<file path="src/rtl/network_tx_buffered.sv">
`default_nettype none
// ============================================================================
// Module   : network_tx_buffered
// Brief    : Credit-flow-controlled request transmitter with a small request
//            FIFO, a drain fence, and a response fan-out to N consumers.
// Revision : 1.0 - initial release
// ============================================================================
module network_tx_buffered #(
  parameter int packet_width_p    = 64,
  parameter int data_width_p      = 32,
  parameter int reg_id_width_p    = 5,
  parameter int req_fifo_els_p    = 4,
  parameter int max_out_credits_p = 16,
  parameter int num_resp_ch_p     = 3
) (
  input  logic                                     clk_i,
  input  logic                                     reset_ni,
  // core request side
  input  logic                                     req_v_i,
  input  logic [packet_width_p-1:0]                req_packet_i,
  output logic                                     req_ready_o,
  // network side
  output logic                                     out_v_o,
  output logic [packet_width_p-1:0]                out_packet_o,
  input  logic                                     out_ready_i,
  input  logic                                     credit_return_i,
  output logic [$clog2(max_out_credits_p+1)-1:0]   out_credits_o,
  // response in
  input  logic                                     resp_v_i,
  input  logic [data_width_p-1:0]                  resp_data_i,
  input  logic [reg_id_width_p-1:0]                resp_reg_id_i,
  input  logic [$clog2(num_resp_ch_p)-1:0]         resp_ch_i,
  input  logic                                     resp_fifo_full_i,
  output logic                                     resp_yumi_o,
  // response out
  output logic [num_resp_ch_p-1:0]                 resp_v_o,
  output logic [num_resp_ch_p-1:0]                 resp_force_o,
  output logic [data_width_p-1:0]                  resp_data_o,
  output logic [reg_id_width_p-1:0]                resp_rd_o,
  input  logic [num_resp_ch_p-1:0]                 resp_yumi_i,
  // fence / status
  input  logic                                     fence_i,
  output logic                                     fence_busy_o,
  output logic                                     error_o
);

  localparam int cw  = $clog2(max_out_credits_p + 1);
  localparam int chw = $clog2(num_resp_ch_p);
  localparam int aw  = $clog2(req_fifo_els_p);
  localparam logic [cw-1:0] c_max_credits = cw'(max_out_credits_p);

  typedef enum logic [0:0] {
    FENCE_IDLE  = 1'b0,
    FENCE_DRAIN = 1'b1
  } fence_state_e;

  // FIFO storage and pointers; pointers carry an extra wrap bit so that
  // full and empty can be told apart without a separate counter.
  logic [packet_width_p-1:0] mem_q [req_fifo_els_p];
  logic [packet_width_p-1:0] mem_d [req_fifo_els_p];
  logic [aw:0]               wr_ptr_q, wr_ptr_d;
  logic [aw:0]               rd_ptr_q, rd_ptr_d;
  logic [cw-1:0]             credits_q, credits_d;
  fence_state_e              state_q, state_d;
  logic                      error_q, error_d;

  logic fifo_empty, fifo_full, enq, deq;
  logic cred_ovf, resp_ch_bad, sel_yumi;

  // Request path: FIFO status, handshakes and the outgoing head packet.
  // A full FIFO still takes a request when the head leaves in the same cycle.
  always_comb begin
    fifo_empty   = (wr_ptr_q == rd_ptr_q);
    fifo_full    = (wr_ptr_q[aw] != rd_ptr_q[aw]) &&
                   (wr_ptr_q[aw-1:0] == rd_ptr_q[aw-1:0]);
    out_v_o      = ~fifo_empty & (credits_q != '0);
    out_packet_o = mem_q[rd_ptr_q[aw-1:0]];
    deq          = out_v_o & out_ready_i;
    req_ready_o  = reset_ni & (state_q == FENCE_IDLE) & (~fifo_full | deq);
    enq          = req_v_i & req_ready_o;
    wr_ptr_d     = enq ? (wr_ptr_q + (aw+1)'(1)) : wr_ptr_q;
    rd_ptr_d     = deq ? (rd_ptr_q + (aw+1)'(1)) : rd_ptr_q;
    mem_d        = mem_q;
    if (enq) begin
      mem_d[wr_ptr_q[aw-1:0]] = req_packet_i;
    end
  end

  // Credit counter: a send and a return in the same cycle cancel out; a
  // return with the counter already full saturates and flags an error.
  always_comb begin
    credits_d = credits_q;
    cred_ovf  = 1'b0;
    if (credit_return_i && !deq) begin
      if (credits_q == c_max_credits) begin
        cred_ovf = 1'b1;
      end else begin
        credits_d = credits_q + cw'(1);
      end
    end else if (deq && !credit_return_i) begin
      credits_d = credits_q - cw'(1);
    end
  end

  // Fence FSM: block new requests until the FIFO is empty and every
  // credit has come home.
  always_comb begin
    state_d = state_q;
    case (state_q)
      FENCE_IDLE:  if (fence_i) state_d = FENCE_DRAIN;
      FENCE_DRAIN: if (fifo_empty && (credits_q == c_max_credits)) state_d = FENCE_IDLE;
      default:     state_d = FENCE_IDLE;
    endcase
    fence_busy_o = (state_q == FENCE_DRAIN);
  end

  // Response fan-out: steer valid/force to the addressed consumer; an
  // out-of-range channel is dropped (acknowledged) and flagged.
  always_comb begin
    resp_v_o     = '0;
    resp_force_o = '0;
    sel_yumi     = 1'b0;
    for (int i = 0; i < num_resp_ch_p; i++) begin
      if (resp_ch_i == chw'(i)) begin
        resp_v_o[i]     = resp_v_i;
        resp_force_o[i] = resp_v_i & resp_fifo_full_i;
        sel_yumi        = resp_yumi_i[i];
      end
    end
    resp_ch_bad = resp_v_i & ({1'b0, resp_ch_i} >= (chw+1)'(num_resp_ch_p));
    resp_yumi_o = resp_v_i & (sel_yumi | resp_fifo_full_i | resp_ch_bad);
    resp_data_o = resp_data_i;
    resp_rd_o   = resp_reg_id_i;
    error_d     = error_q | cred_ovf | resp_ch_bad;
  end

  assign out_credits_o = credits_q;
  assign error_o       = error_q;

  // Control state with asynchronous reset; in-flight work is discarded.
  always_ff @(posedge clk_i or negedge reset_ni) begin
    if (!reset_ni) begin
      wr_ptr_q  <= '0;
      rd_ptr_q  <= '0;
      credits_q <= c_max_credits;
      state_q   <= FENCE_IDLE;
      error_q   <= 1'b0;
    end else begin
      wr_ptr_q  <= wr_ptr_d;
      rd_ptr_q  <= rd_ptr_d;
      credits_q <= credits_d;
      state_q   <= state_d;
      error_q   <= error_d;
    end
  end

  // Packet storage needs no reset: validity is tracked by the pointers.
  always_ff @(posedge clk_i) begin
    mem_q <= mem_d;
  end

endmodule
`default_nettype wire

</file>
<file path="config.mk">
export PLATFORM = sky130hd
export DESIGN_NAME = network_tx_buffered
export DESIGN_NICKNAME = d
export VERILOG_FILES = /design/src/rtl/network_tx_buffered.sv
export SDC_FILE = /design/constraint.sdc
export NUM_CORES = 1
export LEC_CHECK = 0
export BUFFER_PORTS_ARGS = -buffer_cell sky130_fd_sc_hd__buf_4
export CAP_MARGIN = 20
export CORE_MARGIN = 5
export CORE_UTILIZATION = 50
export CTS_CLUSTER_DIAMETER = 40
export CTS_CLUSTER_SIZE = 40
export DETAILED_ROUTE_END_ITERATION = 6
export PLACE_DENSITY = 0.75
export RECOVER_POWER = 25
export SLEW_MARGIN = 30
export SYNTH_ARGS = -nofsm -noshare
export SYNTH_HDL_FRONTEND = slang
export SYNTH_SLANG_ARGS = --single-unit
</file>
<file path="constraint.sdc">
create_clock -name clk_i -period 4 [get_ports clk_i]
set_input_delay 0.8 -clock clk_i [delete_from_list [all_inputs] [get_ports clk_i]]
set_output_delay 0.8 -clock clk_i [all_outputs]
set_load 0.02 [all_outputs]
</file>
==> results.md <==
* Initial DRT Pass Iterations at 4
* RR Startpoint: out_credits_o[0]$_DFFE_PN0P_
* CP top delay family: flip-flops
* Initial antenna violation count at 0
* Status: finished, final reports clean
* Post-DP HPWL at 12.24 mm
* Slowest stage cell, crit path: dfrtp_4
* IO Pins at 231
* Clock Tree Root: clkbuf_16
* Synth area leaders: edfxtp_1, mux4_2, dfrtp_1
* Detail-routed net length per standard cell at 21.48 µm
* Buffers & Inverters on Critical Path at 2
* Post-route ant nets at 0
* Critical Path Max Stage Delay at 0.59 ns
* Commonest cells post-synth: edfxtp_1, mux4_2, buf_4
* Clock Sinks at 269
* Worst path arrival time at between 2 and 2.5 ns
* DR iter-0 viols at 290
* Most frequent cell after synthesis: edfxtp_1
* Syn Nets at 592
* Final period util at 77.24%
* Synth Instances at around 470
* Hold Crit Class: input pin to async pin
* First-pass GRT wire length at slightly above 30 mm
* Final Hold Vio Count at 0
* Setup TNS at 0 ns
* Die width at around 150 µm
* Largest net degree at the start of global routing at 67
* Core Region at between 20000 and 25000 µm²
* Avg Cell Area, Syn at around 22 µm²
* Register area share after synthesis at 77.13%
* Worst Setup SP: rd_ptr_q[0]$_DFFE_PN0P_
* Peak Freq at 323.7 MHz
* RSZ-0062 raised after global routing: false
* # rows at 52
* Area leader, netlist: edfxtp_1
* Critical path's most frequent cell: buf_4
* Peak supply drop at 731.7 µV
* Drt drc at 0
* Finished Layout Cells at 908
* Crit end category: output port
* Post-Syn Area at 10390 µm²
* WHS at 0.3252 ns
* GP Congestion at 0.8881
* Starting Density at 51.02%
* Worst-Skew Late Latency at 0.54 ns
* Hold-fix buffers, CTS at 0
* PortBufs at 156
* Postcts setup bufs at 0
* Vias in the first global route at 5419
* Distinct cells, synth at 40
* Clock Skew at just under 0.02 ns
* Die height at approximately 150 µm
* Critical-path cell list: buf_4 -> mux4_2 -> buf_4
* # placed instances at about 850
* Deepest clock path buffer count at 3
* EDFF count, synth at 256
* DR vias at 4897
* Area grow syn2layout at 21.19%
* Worst EP required at 3.20 ns
* Critical path class: register to output port
* FFs w/ async S/R, synth at 4.833%
* Slew margin rel. at 48.06%
* CTS Buf Count at 31
* Reg clk slew, reported paths at 0.06 ns
* ANT cells at 0
* H-Tree Depth at 1
* Post-CTS resize count at 0
* Gr ovfl total at 0
* Least-Margin Pin Slew at 0.7792 ns
* Synth warnings at 0
* Final max-slew violation count at 0
* Ys flop type: edfxtp_1
* CTS tree: built
* Number of max-cap violations at 0
* Min Clock Period, post-route at 3.090 ns
* Lkg Pwr at 4.293 nW
* Crit Path Max Fanout at 17
* Post-synth top area share at 73.99%
* Crit path launch type: register
* Final Setup Violations at 0
* Net count, final at 736
* Final wirelength at 19.51 mm
* Power Dens Cells at 688.5 nW/µm²
* FF+latch count, synth at 269
* Share of cells above drive strength 1 at just under 40%
* Total GRT Usage at 16.29%
* Drt via density at 5.393
* Die Area at about 24000 µm²
* Power, Total at 0.008669 W
## stage by stage
stage | util [%] | setup WS, ns | area (µm²)
2_1_floorplan | - | 0.7439 | 10390
3_3_place_gp | 57.34 | 1.321 | 11680
3_5_place_dp | 57.34 | 1.142 | 11680
4_1_cts | 62.51 | 0.7971 | 12730
5_1_grt | 61.83 | 0.7671 | 12590
6_report | 61.83 | 0.9104 | 12590
## kinds of logic (layout without fill, tap and decap cells)
family                     count (synthesis)  count (layout)  share of synthesized area (%)
AOI/OAI and AO/OA                         18              18                          1.241
xor gates and xnor gates                  11              11                         0.9272
adders and majority gates                  9               9                          1.156
buffers and inverters                     59             228                          3.625
DFF                                      269             269                          77.13
muxes                                     68              68                          14.27
and+or+nand+nor                           35              35                          1.650
## cell usage in the layout, fill, tap and decap left out, drive strengths merged, types with 2 or more instances in the layout
cell | synthesis | routed
mux4 | 64 | 64
bufinv | 0 | 2
xor2 | 6 | 6
inv | 6 | 19
mux2i | 3 | 3
ha | 8 | 8
nand2 | 11 | 11
clkinv | 0 | 10
a21oi | 4 | 4
a31oi | 2 | 2
a22o | 2 | 2
nor2 | 9 | 9
clkinvlp | 0 | 2
and2 | 5 | 5
clkbuf | 5 | 73
o21ai | 3 | 3
dfrtp | 12 | 12
nand3 | 2 | 2
edfxtp | 256 | 256
buf | 48 | 122
xnor2 | 5 | 5
## power breakdown
| group | switching, W | internal, W | leakage [nW] |
|---|---|---|---|
| clock | 0.00118 | 0.00161 | 0.514 |
| combinational | 0.00136 | 0.00123 | 1.33 |
| sequential | 0.000122 | 0.00317 | 2.45 |
| total | 0.00266 | 0.00601 | 4.29 |
## sequential cells by signal, indices dropped and copies added, names as in the netlist
name,flops
error_o,1
rd_ptr_q,3
fence_busy_o,1
mem_q,256
out_credits_o,5
wr_ptr_q,3
## path summary, 6_finish.rpt
kind                                                endpoint  slack (ns)  depth (start not counted)
worst max-delay path                        out_packet_o[58]        0.91                          3
worst min-delay path            out_credits_o[3]$_DFFE_PN0P_        0.33                          1
worst max register to register  out_credits_o[4]$_DFFE_PN1P_        1.04                          9
worst min register to register       rd_ptr_q[2]$_DFFE_PN0P_        0.50                          1
max in group asynchronous            rd_ptr_q[0]$_DFFE_PN0P_        3.10                          1
min in group clk_i                      mem_q[254]$_DFFE_PP_        0.47                          1
## per-layer routing
metal | wire length, µm | part of all wire, % | vias up | global-route usage, %
met5 | 0 | 0 | - | 0
li1 | - | - | 2181 | -
met4 | 433 | 2.2 | 0 | 4.710
met2 | 10140 | 52 | 163 | 27.75
met1 | 7655 | 39 | 2498 | 21.40
met3 | 1275 | 6.5 | 55 | 3.457
## worst register-to-register path, delay by kind of cell (launching register included)
kind	cells	cell delay [ns]
xor gates and xnor gates	1	0.17
DFF	1	0.47
adders and majority gates	1	0.48
and+or+nand+nor	5	1.31
AOI/OAI and AO/OA	2	0.46
## area by class of cell
cell class,instances,area (µm²)
flip-flops and latches,269,8021
fillers,1418,7772
multi-input cells,141,2009
repair buffers,164,1149
clock buffers,31,775.7
well taps,270,337.8
clock inverters,27,276.5
inverters,6,22.52
Note: power is estimated with default switching activity, not from simulation.
